## config.mk

```make
export PLATFORM = sky130hd
export DESIGN_NAME = hazard_scoreboard
export DESIGN_NICKNAME = d
export VERILOG_FILES = /design/src/rtl/hazard_pkg.sv /design/src/rtl/hazard_scoreboard_sat_counter.sv /design/src/rtl/hazard_scoreboard.sv
export SDC_FILE = /design/constraint.sdc
export NUM_CORES = 1
export LEC_CHECK = 0
export CAP_MARGIN = 25
export CORE_MARGIN = 2
export CORE_UTILIZATION = 44
export DETAILED_ROUTE_END_ITERATION = 16
export PLACE_DENSITY = 0.78
export SLEW_MARGIN = 20
export SYNTH_ARGS = -nofsm -noshare
export SYNTH_HDL_FRONTEND = slang
export SYNTH_SLANG_ARGS = --single-unit
```

## constraint.sdc

```tcl
create_clock -name clk -period 3.2 [get_ports clk]
set_input_delay 0.32 -clock clk [delete_from_list [all_inputs] [get_ports clk]]
set_output_delay 0.32 -clock clk [all_outputs]
set_load 0.05 [all_outputs]
```

## src/rtl/hazard_pkg.sv

```systemverilog
// hazard_pkg
//   Shared constants for the pipeline hazard/forwarding controller.
//   FWD_* are the execute-stage operand-mux selects:
//     FWD_REG : operand comes from the register file read in decode
//     FWD_WB  : operand forwarded from the writeback-stage result
//     FWD_MEM : operand forwarded from the memory-stage ALU result
package hazard_pkg;

  localparam int DEFAULT_REG_AW = 5;

  localparam logic [1:0] FWD_REG = 2'b00;
  localparam logic [1:0] FWD_WB  = 2'b01;
  localparam logic [1:0] FWD_MEM = 2'b10;

endpackage : hazard_pkg

```

## src/rtl/hazard_scoreboard_sat_counter.sv

```systemverilog
// sat_counter
//   Saturating up-counter used for hazard performance events.
//   Ports:
//     clk   : clock
//     rst   : asynchronous active-high reset, clears the count
//     inc   : count one event this cycle
//     count : current value, holds at 2**CNT_W-1 once reached
module sat_counter #(
  parameter int CNT_W = 16
) (
  input  logic             clk,
  input  logic             rst,
  input  logic             inc,
  output logic [CNT_W-1:0] count
);

  localparam logic [CNT_W-1:0] CNT_MAX = {CNT_W{1'b1}};

  logic [CNT_W-1:0] r_count;

  // Event counter, stops at all-ones instead of wrapping
  always_ff @(posedge clk or posedge rst) begin
    if (rst) begin
      r_count <= {CNT_W{1'b0}};
    end else if (inc && (r_count != CNT_MAX)) begin
      r_count <= r_count + {{(CNT_W-1){1'b0}}, 1'b1};
    end else begin
      r_count <= r_count;
    end
  end

  assign count = r_count;

endmodule : sat_counter

```

## src/rtl/hazard_scoreboard.sv

```systemverilog
// hazard_scoreboard
//   Hazard/forwarding controller for a 5-stage pipeline: operand forwarding,
//   load-use stall, branch flush, a register scoreboard for a variable-latency
//   multi-cycle unit, and saturating stall/flush event counters.
//   Ports:
//     clk, rst                 : clock, asynchronous active-high reset
//     rs1_d/rs2_d/rd_d, use_*, regwrite_d, mc_d : decode-stage instruction
//     rs1_e/rs2_e/rd_e, load_e, pcsrc_e         : execute-stage instruction
//     rd_m/regwrite_m, rd_w/regwrite_w          : later-stage writers
//     mc_done, mc_rd           : multi-cycle unit completion
//     forward_ae/forward_be    : execute operand-mux selects
//     stall_f/stall_d, flush_d/flush_e : pipeline register controls
//     pending, out_cnt         : scoreboard bits and in-flight count
//     stall_cnt, flush_cnt     : saturating event counters
//     sb_err                   : sticky, completion for a non-pending register
module hazard_scoreboard
  import hazard_pkg::*;
#(
  parameter int REG_AW   = DEFAULT_REG_AW,
  parameter int MAX_OUT  = 4,
  parameter int CNT_W    = 16,
  parameter int NUM_REGS = 2**REG_AW,
  parameter int OC_W     = $clog2(MAX_OUT+1)
) (
  input  logic                clk,
  input  logic                rst,
  input  logic [REG_AW-1:0]   rs1_d,
  input  logic [REG_AW-1:0]   rs2_d,
  input  logic [REG_AW-1:0]   rd_d,
  input  logic                use_rs1_d,
  input  logic                use_rs2_d,
  input  logic                regwrite_d,
  input  logic                mc_d,
  input  logic [REG_AW-1:0]   rs1_e,
  input  logic [REG_AW-1:0]   rs2_e,
  input  logic [REG_AW-1:0]   rd_e,
  input  logic                load_e,
  input  logic                pcsrc_e,
  input  logic [REG_AW-1:0]   rd_m,
  input  logic                regwrite_m,
  input  logic [REG_AW-1:0]   rd_w,
  input  logic                regwrite_w,
  input  logic                mc_done,
  input  logic [REG_AW-1:0]   mc_rd,
  output logic [1:0]          forward_ae,
  output logic [1:0]          forward_be,
  output logic                stall_f,
  output logic                stall_d,
  output logic                flush_d,
  output logic                flush_e,
  output logic [NUM_REGS-1:0] pending,
  output logic [OC_W-1:0]     out_cnt,
  output logic [CNT_W-1:0]    stall_cnt,
  output logic [CNT_W-1:0]    flush_cnt,
  output logic                sb_err
);

  localparam logic [REG_AW-1:0]   REG_ZERO  = {REG_AW{1'b0}};
  localparam logic [OC_W-1:0]     OC_MAX    = OC_W'(MAX_OUT);
  localparam logic [OC_W-1:0]     OC_ONE    = {{(OC_W-1){1'b0}}, 1'b1};
  localparam logic [NUM_REGS-1:0] ONE_HOT_0 = {{(NUM_REGS-1){1'b0}}, 1'b1};

  logic [NUM_REGS-1:0] r_pending;
  logic [OC_W-1:0]     r_out_cnt;
  logic                r_sb_err;

  logic [1:0]          w_fwd_a;
  logic [1:0]          w_fwd_b;
  logic                w_lw_stall;
  logic                w_sb_stall;
  logic                w_stall;
  logic                w_issue;
  logic                w_clr_valid;
  logic                w_clr_bad;
  logic [NUM_REGS-1:0] w_set_vec;
  logic [NUM_REGS-1:0] w_clr_vec;

  // Memory stage wins over writeback because it holds the younger result.
  function automatic logic [1:0] fwd_sel(
    input logic [REG_AW-1:0] rs_e,
    input logic [REG_AW-1:0] rd_mem,
    input logic              we_mem,
    input logic [REG_AW-1:0] rd_wb,
    input logic              we_wb
  );
    logic [1:0] sel;
    if (we_mem && (rd_mem != REG_ZERO) && (rd_mem == rs_e)) begin
      sel = FWD_MEM;
    end else if (we_wb && (rd_wb != REG_ZERO) && (rd_wb == rs_e)) begin
      sel = FWD_WB;
    end else begin
      sel = FWD_REG;
    end
    return sel;
  endfunction

  // Operand forwarding selects
  always_comb begin
    w_fwd_a = fwd_sel(rs1_e, rd_m, regwrite_m, rd_w, regwrite_w);
    w_fwd_b = fwd_sel(rs2_e, rd_m, regwrite_m, rd_w, regwrite_w);
  end

  // Stall sources; the scoreboard is read from registered state only, so a
  // completion is visible to decode one cycle later.
  always_comb begin
    w_lw_stall = load_e && (rd_e != REG_ZERO) &&
                 ((use_rs1_d && (rs1_d == rd_e)) || (use_rs2_d && (rs2_d == rd_e)));
    w_sb_stall = (use_rs1_d && r_pending[rs1_d]) ||
                 (use_rs2_d && r_pending[rs2_d]) ||
                 (regwrite_d && (rd_d != REG_ZERO) && r_pending[rd_d]) ||
                 (mc_d && (r_out_cnt == OC_MAX));
    // A taken branch squashes decode, so there is nothing left to hold.
    w_stall    = (w_lw_stall || w_sb_stall) && !pcsrc_e;
    w_issue    = mc_d && regwrite_d && (rd_d != REG_ZERO) && !w_stall && !pcsrc_e;
  end

  // Scoreboard set/clear vectors for the next edge
  always_comb begin
    w_clr_valid = mc_done && (mc_rd != REG_ZERO) && r_pending[mc_rd];
    w_clr_bad   = mc_done && (mc_rd != REG_ZERO) && !r_pending[mc_rd];
    if (w_issue) begin
      w_set_vec = ONE_HOT_0 << rd_d;
    end else begin
      w_set_vec = {NUM_REGS{1'b0}};
    end
    if (w_clr_valid) begin
      w_clr_vec = ONE_HOT_0 << mc_rd;
    end else begin
      w_clr_vec = {NUM_REGS{1'b0}};
    end
  end

  // Pending bits: set wins over clear on the same register
  always_ff @(posedge clk or posedge rst) begin
    if (rst) begin
      r_pending <= {NUM_REGS{1'b0}};
    end else begin
      r_pending <= (r_pending & ~w_clr_vec) | w_set_vec;
    end
  end

  // In-flight count tracked incrementally alongside the pending bits
  always_ff @(posedge clk or posedge rst) begin
    if (rst) begin
      r_out_cnt <= {OC_W{1'b0}};
    end else begin
      case ({w_issue, w_clr_valid})
        2'b10:   r_out_cnt <= r_out_cnt + OC_ONE;
        2'b01:   r_out_cnt <= r_out_cnt - OC_ONE;
        default: r_out_cnt <= r_out_cnt;
      endcase
    end
  end

  // Sticky error for a completion that names a non-pending register
  always_ff @(posedge clk or posedge rst) begin
    if (rst) begin
      r_sb_err <= 1'b0;
    end else if (w_clr_bad) begin
      r_sb_err <= 1'b1;
    end else begin
      r_sb_err <= r_sb_err;
    end
  end

  sat_counter #(.CNT_W(CNT_W)) u_stall_cnt (
    .clk   (clk),
    .rst   (rst),
    .inc   (w_stall),
    .count (stall_cnt)
  );

  sat_counter #(.CNT_W(CNT_W)) u_flush_cnt (
    .clk   (clk),
    .rst   (rst),
    .inc   (pcsrc_e),
    .count (flush_cnt)
  );

  // Control outputs are forced quiet while reset is held
  always_comb begin
    if (rst) begin
      forward_ae = FWD_REG;
      forward_be = FWD_REG;
      stall_f    = 1'b0;
      stall_d    = 1'b0;
      flush_d    = 1'b0;
      flush_e    = 1'b0;
    end else begin
      forward_ae = w_fwd_a;
      forward_be = w_fwd_b;
      stall_f    = w_stall;
      stall_d    = w_stall;
      flush_d    = pcsrc_e;
      flush_e    = pcsrc_e || w_stall;
    end
  end

  assign pending = r_pending;
  assign out_cnt = r_out_cnt;
  assign sb_err  = r_sb_err;

endmodule : hazard_scoreboard

```

==> summary.md, run 1 <==
| Metric | Value |
|---|---|
| Status | finished, violations left |
| Failing checks | setup timing |
| Mapped Cells | 431 |
| CP cell instances | clkdlybuf4s50_1 > buf_12 > mux4_2 > mux4_2 > nand2b_1 > nand3_1 > nand2_2 > buf_6 > buf_12 > and3_4 > buf_8 |
| Syn nets | 491 |
| Initial Utilization | 0.4509 |
| RePlAce Congestion | 0.9655 |
| Max Cap Viol | 0 |
| CTS tree | done |
| Height of the die | 106.6 um |
| # IOs | 132 |
| YS warnings | 0 |
| DRC violations left | 0 |
| CTS clk-pin slew, worst paths | 80 ps |
| GRT Overall Usage | 0.2769 |
| Sequential area share after synthesis | 0.3672 |
| Synth unique cells | 48 |
| R2R Setup Slk | -30 ps |
| WP buf/inv | 5 |
| RSZ-0062 raised after global routing | true |
| Ant diodes | 0 |
| Fin nets | 679 |
| Final clock period utilization by the worst path | 1.011 |
| Layout cells sized above 1 | 0.2901 |
| Routed WL | 15,920 um |
| VDD IR max | 0.6750 mV |
| CTS sink cnt | 68 |
| Critical R2R Capture | out_cnt[1]$_DFFE_PP0P_ |
| Fin cells | 760 |
| Initial antenna violation count | 0 |
| Setup WS post-layout | -34.10 ps |
| Met3 routed WL | 1475 um |
| Clk buf depth | 2 |
| Flops & latches, synth | 68 |
| Final ANT Viol Nets | 0 |
| Placed insts | 729 |
| Fin crit period | 3234 ps |
| Die Wd | 106.6 um |
| H-tree depth | 3 |
| Syn_area_per_cell | 10.75 um2 |
| Max Freq | 309.2 MHz |
| Commonest non-fill, non-tap cell in the layout | clkdlybuf4s50_1 |
| Worst setup endpoint | stall_d |
| Critical Path Stages | 11 |
| Crit path max fanout | 8 |
| First-pass GRT wire length | 24,640 um |
| DR pass1 iterations | 5 |
| Lkg Pwr | 0.002819 uW |
| Hold/Removal Path Class | reg2reg |
| Met2 Wirelength | 7683 um |
| Number of global-route vias before repair | 4,819 |
| Max incr delay on CP | 510 ps |
| Fill cells | 800 |
| WL/cell | 20.94 um |
| CP required | 2880 ps |
| Headroom to the max-slew limit | 0.4201 |
| # hold bufs at CTS | 0 |
| Root buffer cell | clkbuf_8 |
| Largest net degree at the start of global routing | 69 |
| P per Cell Area | 549.3 nW/um2 |
| DRT iter0 DRCs | 571 |
| Worst Clk Skew | 14.63 ps |
| Top Layer Used | met4 |
| Cell area after synthesis | 4634 um2 |
| DR vias/cell | 6.120 |
| Worst-Margin Slew | 869.9 ps |
| Crit Reg-Reg Startpoint | pending[29]$_DFF_PP0_ |
| Final Cell Area | 7017 um2 |
| Worst Reg2Reg Path Length in Cells | 10 |
| Die ar. | 11,370 um2 |
| Slew Viols, Final | 0 |
| Worst skew pair latency | 340 ps |
| Post-route met1 wirelength | 6086 um |
| Largest delay share family, worst path | buffers and inverters |
| Cts bufs inserted | 9 |
| Worst path arrival time | 2910 ps |
| Commonest non-fill, non-tap cells in the layout | clkdlybuf4s50_1, buf_4, dfrtp_1, xnor2_1, mux4_2 |
| Final setup vio count | 4 |
| Final hold vios | 0 |
| CP Class | in2out |
| CP Capture Type | output pin |
| PortBufs | 131 |
| Core ar. | 10,280 um2 |
| Post-DP HPWL | 11,740 um |
| Layout area overhead | 51.40% |
| Overflow after GRT | 0 |
| Crit path launch type | input port |
| Beginning of the critical path | rs1_d[0] |
| Vias | 4,651 |
| Area after DPL | 6541 um2 |
| Row count | 37 |
| Pre-CTS setup slack | -525.3 ps |
| Crit-path slowest cell | clkdlybuf4s50_1 |
| Hold slack final | 475.3 ps |
[synthesized netlist by cell type, drive strengths merged]
master   number  area share
a2111oi       2      0.0038
a211oi        3      0.0049
a21oi         3      0.0032
a22oi         1      0.0016
a31o          1      0.0019
a31oi         2      0.0027
a32oi         1      0.0019
a41oi         1      0.0019
and2          2      0.0027
and3         11       0.015
and3b         1      0.0019
and4          1      0.0019
buf           5      0.0059
clkbuf       18       0.015
dfrtp        68        0.37
fa            1      0.0043
ha            3      0.0081
inv          10      0.0081
mux2          3      0.0073
mux2i         9       0.019
mux4         34        0.17
nand2        24       0.020
nand2b       14       0.019
nand3        17       0.018
nand3b        2      0.0032
nand4        15       0.020
nor2         15       0.012
nor2b         5      0.0067
nor3          4      0.0043
nor3b         1      0.0016
nor4          6       0.011
o211ai        1      0.0016
o21ai        48       0.054
o221a         1      0.0024
o311ai        1      0.0019
o31ai         1      0.0016
o41ai        17       0.032
or2           5      0.0067
or3           3      0.0041
or4           9       0.018
xnor2        38       0.072
xor2         24       0.045
[through the flow]
| step | TNS [ps] | total power (uW) | utilization |
|---|---|---|---|
| after global placement | -5417 | 2900 | 0.6365 |
| after detailed placement | -7460 | 2942 | 0.6365 |
| after CTS | -198.6 | 3796 | 0.6718 |
| final | -126.1 | 3854 | 0.6827 |
| after floorplan | -80.55 | 2252 | - |
| after global routing | -994.8 | 4018 | 0.6827 |
[worst register-to-register path, delay by kind of cell, from the launching register on]
kind | cells | cell delay (ps)
adder cells (fa/ha/maj) | 2 | 610
buffers and inverters | 1 | 60
flip-flops | 1 | 460
multiplexers | 3 | 1060
AND/OR/NAND/NOR | 4 | 970
[final cells by class]
cell class | instances | area [um2] | area share
Inverter | 10 | 41.29 | 0.005884
Sequential cell | 68 | 1722 | 0.2454
Clock buffer | 10 | 137.6 | 0.01961
Multi-Input combinational cell | 330 | 2907 | 0.4142
Tap cell | 136 | 170.2 | 0.02425
Clock inverter | 6 | 86.33 | 0.01230
Timing Repair Buffer | 200 | 1953 | 0.2784
[per-layer routing]
metal	vias up	global-route usage
met2	325	0.4586
li1	2021	-
met5	-	0
met4	0	0.1113
met3	68	0.05836
met1	2237	0.3556
[registers in the layout, summed over array words and instances (netlist names)]
signal             cells
out_cnt                3
pending               32
sb_err                 1
u_flush_cnt.count     16
u_stall_cnt.count     16
[what timing repair did]
item                                    4_1_cts  5_1_grt
buffers inserted                             10        5
pin swaps                                     8        5
gates cloned                                  0        1
endpoints found under the setup margin        4        5
resized for setup                            16       17
[how the worst min path moves through the flow]
| stage | from | endpoint | slack [ps] | cells past startpoint |
|---|---|---|---|---|
| floorplan | mc_done | sb_err$_DFFE_PP0P_ | 470 | 1 |
| global placement | pending[0]$_DFF_PP0_ | pending[0]$_DFF_PP0_ | 450 | 0 |
| detailed placement | sb_err$_DFFE_PP0P_ | sb_err$_DFFE_PP0P_ | 460 | 1 |
| CTS | pending[0]$_DFF_PP0_ | pending[0]$_DFF_PP0_ | 470 | 0 |
| global route | sb_err$_DFFE_PP0P_ | sb_err$_DFFE_PP0P_ | 480 | 1 |
| finish | pending[0]$_DFF_PP0_ | pending[0]$_DFF_PP0_ | 480 | 0 |
[power by group]
group          total, uW  leakage [uW]  switching (uW)  internal [uW]
sequential          1230      0.000869             214           1020
clock                798      0.000113             338            460
combinational       1830       0.00184            1060            767
[cells by family after synthesis]
kind of cell             synth area share
AO/OA/AOI/OAI                      0.1158
XOR/XNOR                           0.1172
adder cells (fa/ha/maj)           0.01242
buffers and inverters             0.02862
flip-flops                         0.3672
multiplexers                       0.1920
AND/OR/NAND/NOR                    0.1668
(Power assumes the default switching activity.)
==> inputs of run 2 (changes only) <==
==> constraint.sdc (replaced) <==
create_clock -name clk -period 2.75 [get_ports clk]
set_input_delay 0.55 -clock clk [delete_from_list [all_inputs] [get_ports clk]]
set_output_delay 0.55 -clock clk [all_outputs]
set_load 0.05 [all_outputs]
==> run 2 against run 1 <==
Compared with the run above:
- the flow still finishes with violations (setup timing)
- largest power group unchanged
- register-to-register slack lost 590 ps
- cell count increased by 6.3%
- sequential power grew 15%
- design area up 14%
- critical endpoint is now stall_f
==> summary.md, run 2 (synthesis gave the netlist of run 1 again) <==
| Metric | Value |
|---|---|
| RePlAce Congestion | 0.9310 |
| Worst Clk Skew | 14.34 ps |
| Worst path arrival time | 2840 ps |
| Layout cells sized above 1 | 0.4003 |
| Core ar. | 10,280 um2 |
| Die Wd | 106.6 um |
| Final hold vios | 0 |
| WL/cell | 21.95 um |
| Max reg flops | 32 |
| CP Class | in2out |
| Number of global-route vias before repair | 5,016 |
| Worst-Margin Slew | 867.5 ps |
| Crit path max fanout | 6 |
| Lkg Pwr | 0.003566 uW |
| Crit-path slowest cell | nor4_4 |
| Fin nets | 727 |
| First-pass GRT wire length | 27,320 um |
| Clk buf depth | 2 |
| Worst hold path depth | 1 |
| Layout area overhead | 72.03% |
| Fill cells | 677 |
| Die ar. | 11,370 um2 |
| Area after DPL | 6900 um2 |
| Status | finished, violations left |
| CP Capture Type | output pin |
| Hold/Removal Path Class | reg2reg |
| RSZ-0062 raised after global routing | true |
| Final ANT Viol Nets | 0 |
| Root buffer cell | clkbuf_8 |
| Worst skew pair latency | 360 ps |
| DRT iter0 DRCs | 305 |
| Hold Path End | u_stall_cnt.count[6]$_DFFE_PP0P_ |
| Max Freq | 294.8 MHz |
| Post-DP HPWL | 12,110 um |
| VDD IR max | 0.7954 mV |
| Final setup vio count | 52 |
| Crit path launch type | input port |
| Row count | 37 |
| DR vias/cell | 6.033 |
| DR pass1 iterations | 4 |
| CTS sink cnt | 68 |
| Cts bufs inserted | 9 |
| Initial Utilization | 0.4509 |
| Max incr delay on CP | 330 ps |
| CTS clk-pin slew, worst paths | 90 ps |
| Setup WS post-layout | -642.3 ps |
| Commonest non-fill, non-tap cells in the layout | clkdlybuf4s50_1, buf_4, dfrtp_1, mux4_2, xnor2_1 |
| Fin crit period | 3392 ps |
| Hold Crit Start | u_stall_cnt.count[6]$_DFFE_PP0P_ |
| R2R Setup Slk | -620 ps |
| Commonest non-fill, non-tap cell in the layout | clkdlybuf4s50_1 |
| Final clock period utilization by the worst path | 1.234 |
| Worst Reg2Reg Path Length in Cells | 13 |
| CTS tree | done |
| Largest net degree at the start of global routing | 69 |
| Most used cell, CP | buf_8 |
| Height of the die | 106.6 um |
| Critical R2R Capture | out_cnt[2]$_DFFE_PP0P_ |
| CP cell instances | clkdlybuf4s15_1 > buf_6 > buf_4 > mux2i_1 > a211oi_2 > a32oi_4 > o31ai_4 > nor4_4 > nand2_2 > buf_8 > and3_4 > buf_8 |
| Setup TNS | -22,410 ps |
| Max Cap Viol | 0 |
| # IOs | 132 |
| P per Cell Area | 610.8 nW/um2 |
| Headroom to the max-slew limit | 0.4217 |
| Vias | 4,875 |
| H-tree depth | 3 |
| GRT Overall Usage | 0.3108 |
| Ant diodes | 0 |
| Initial antenna violation count | 0 |
| PortBufs | 131 |
| Hold slack final | 496.1 ps |
| DRC violations left | 0 |
| Crit Reg-Reg Startpoint | pending[21]$_DFF_PP0_ |
| Routed WL | 17,730 um |
| CP required | 2200 ps |
| Failing checks | setup timing |
| Slew Viols, Final | 0 |
| Overflow after GRT | 0 |
| Final Cell Area | 7973 um2 |
## run 2: worst max path at each step
stage                              to                   from  cells past startpoint  slack [ps]
2_1_floorplan  out_cnt[2]$_DFFE_PP0P_                rd_d[1]                     13        -720
3_3_place_gp   out_cnt[2]$_DFFE_PP0P_                rd_d[1]                     14       -1190
3_5_place_dp   out_cnt[2]$_DFFE_PP0P_                rd_d[1]                     16       -1320
4_1_cts                       stall_f  pending[21]$_DFF_PP0_                      8        -550
5_1_grt        out_cnt[2]$_DFFE_PP0P_  pending[31]$_DFF_PP0_                     13        -760
6_report                      stall_f                rd_d[2]                     12        -640
## run 2: critical path: cells and delay by family
| kind | cells | cell delay (ps) |
|---|---|---|
| AND/OR/NAND/NOR | 3 | 630 |
| multiplexers | 1 | 310 |
| buffers and inverters | 5 | 730 |
| AO/OA/AOI/OAI | 3 | 610 |
## run 2: timing repair
item,in CTS,in global routing
cloned,1,0
setup buffers,18,7
gates resized for setup,124,42
hold buffers,0,0
pin swaps,43,19
setup endpoints to repair,57,54
## run 2: layout make-up
cell class / count / area (um2) / share of cell area
sequential: 68 / 1702 / 0.2134
multi-input combinational: 330 / 3435 / 0.4308
clock buffer: 9 / 123.9 / 0.01554
clock inverter: 7 / 82.58 / 0.01036
inverter: 10 / 41.29 / 0.005179
tap: 136 / 170.2 / 0.02134
timing repair buffer: 248 / 2419 / 0.3034
## run 2: layer usage
layer,part of all wire,track usage,vias up
met2,0.49,0.5077,298
met1,0.39,0.4104,2413
met4,0.032,0.1076,0
met5,0,0,-
li1,-,-,2112
met3,0.087,0.06930,52
## run 2: where the power goes
group	leakage, uW	switching, uW	internal, uW
sequential	0.000894	233	1180
clock	0.0000988	478	435
combinational	0.00257	1420	1130
## run 2: metrics by stage
stage	power [uW]	cells	setup WS, ps	utilization
after detailed placement	3507	771	-1324	0.6714
after CTS	4726	805	-550.4	0.7554
after global placement	3471	771	-1186	0.6714
after floorplan	2634	431	-724.1	-
final	4870	808	-642.3	0.7757
after global routing	5050	808	-763.3	0.7757
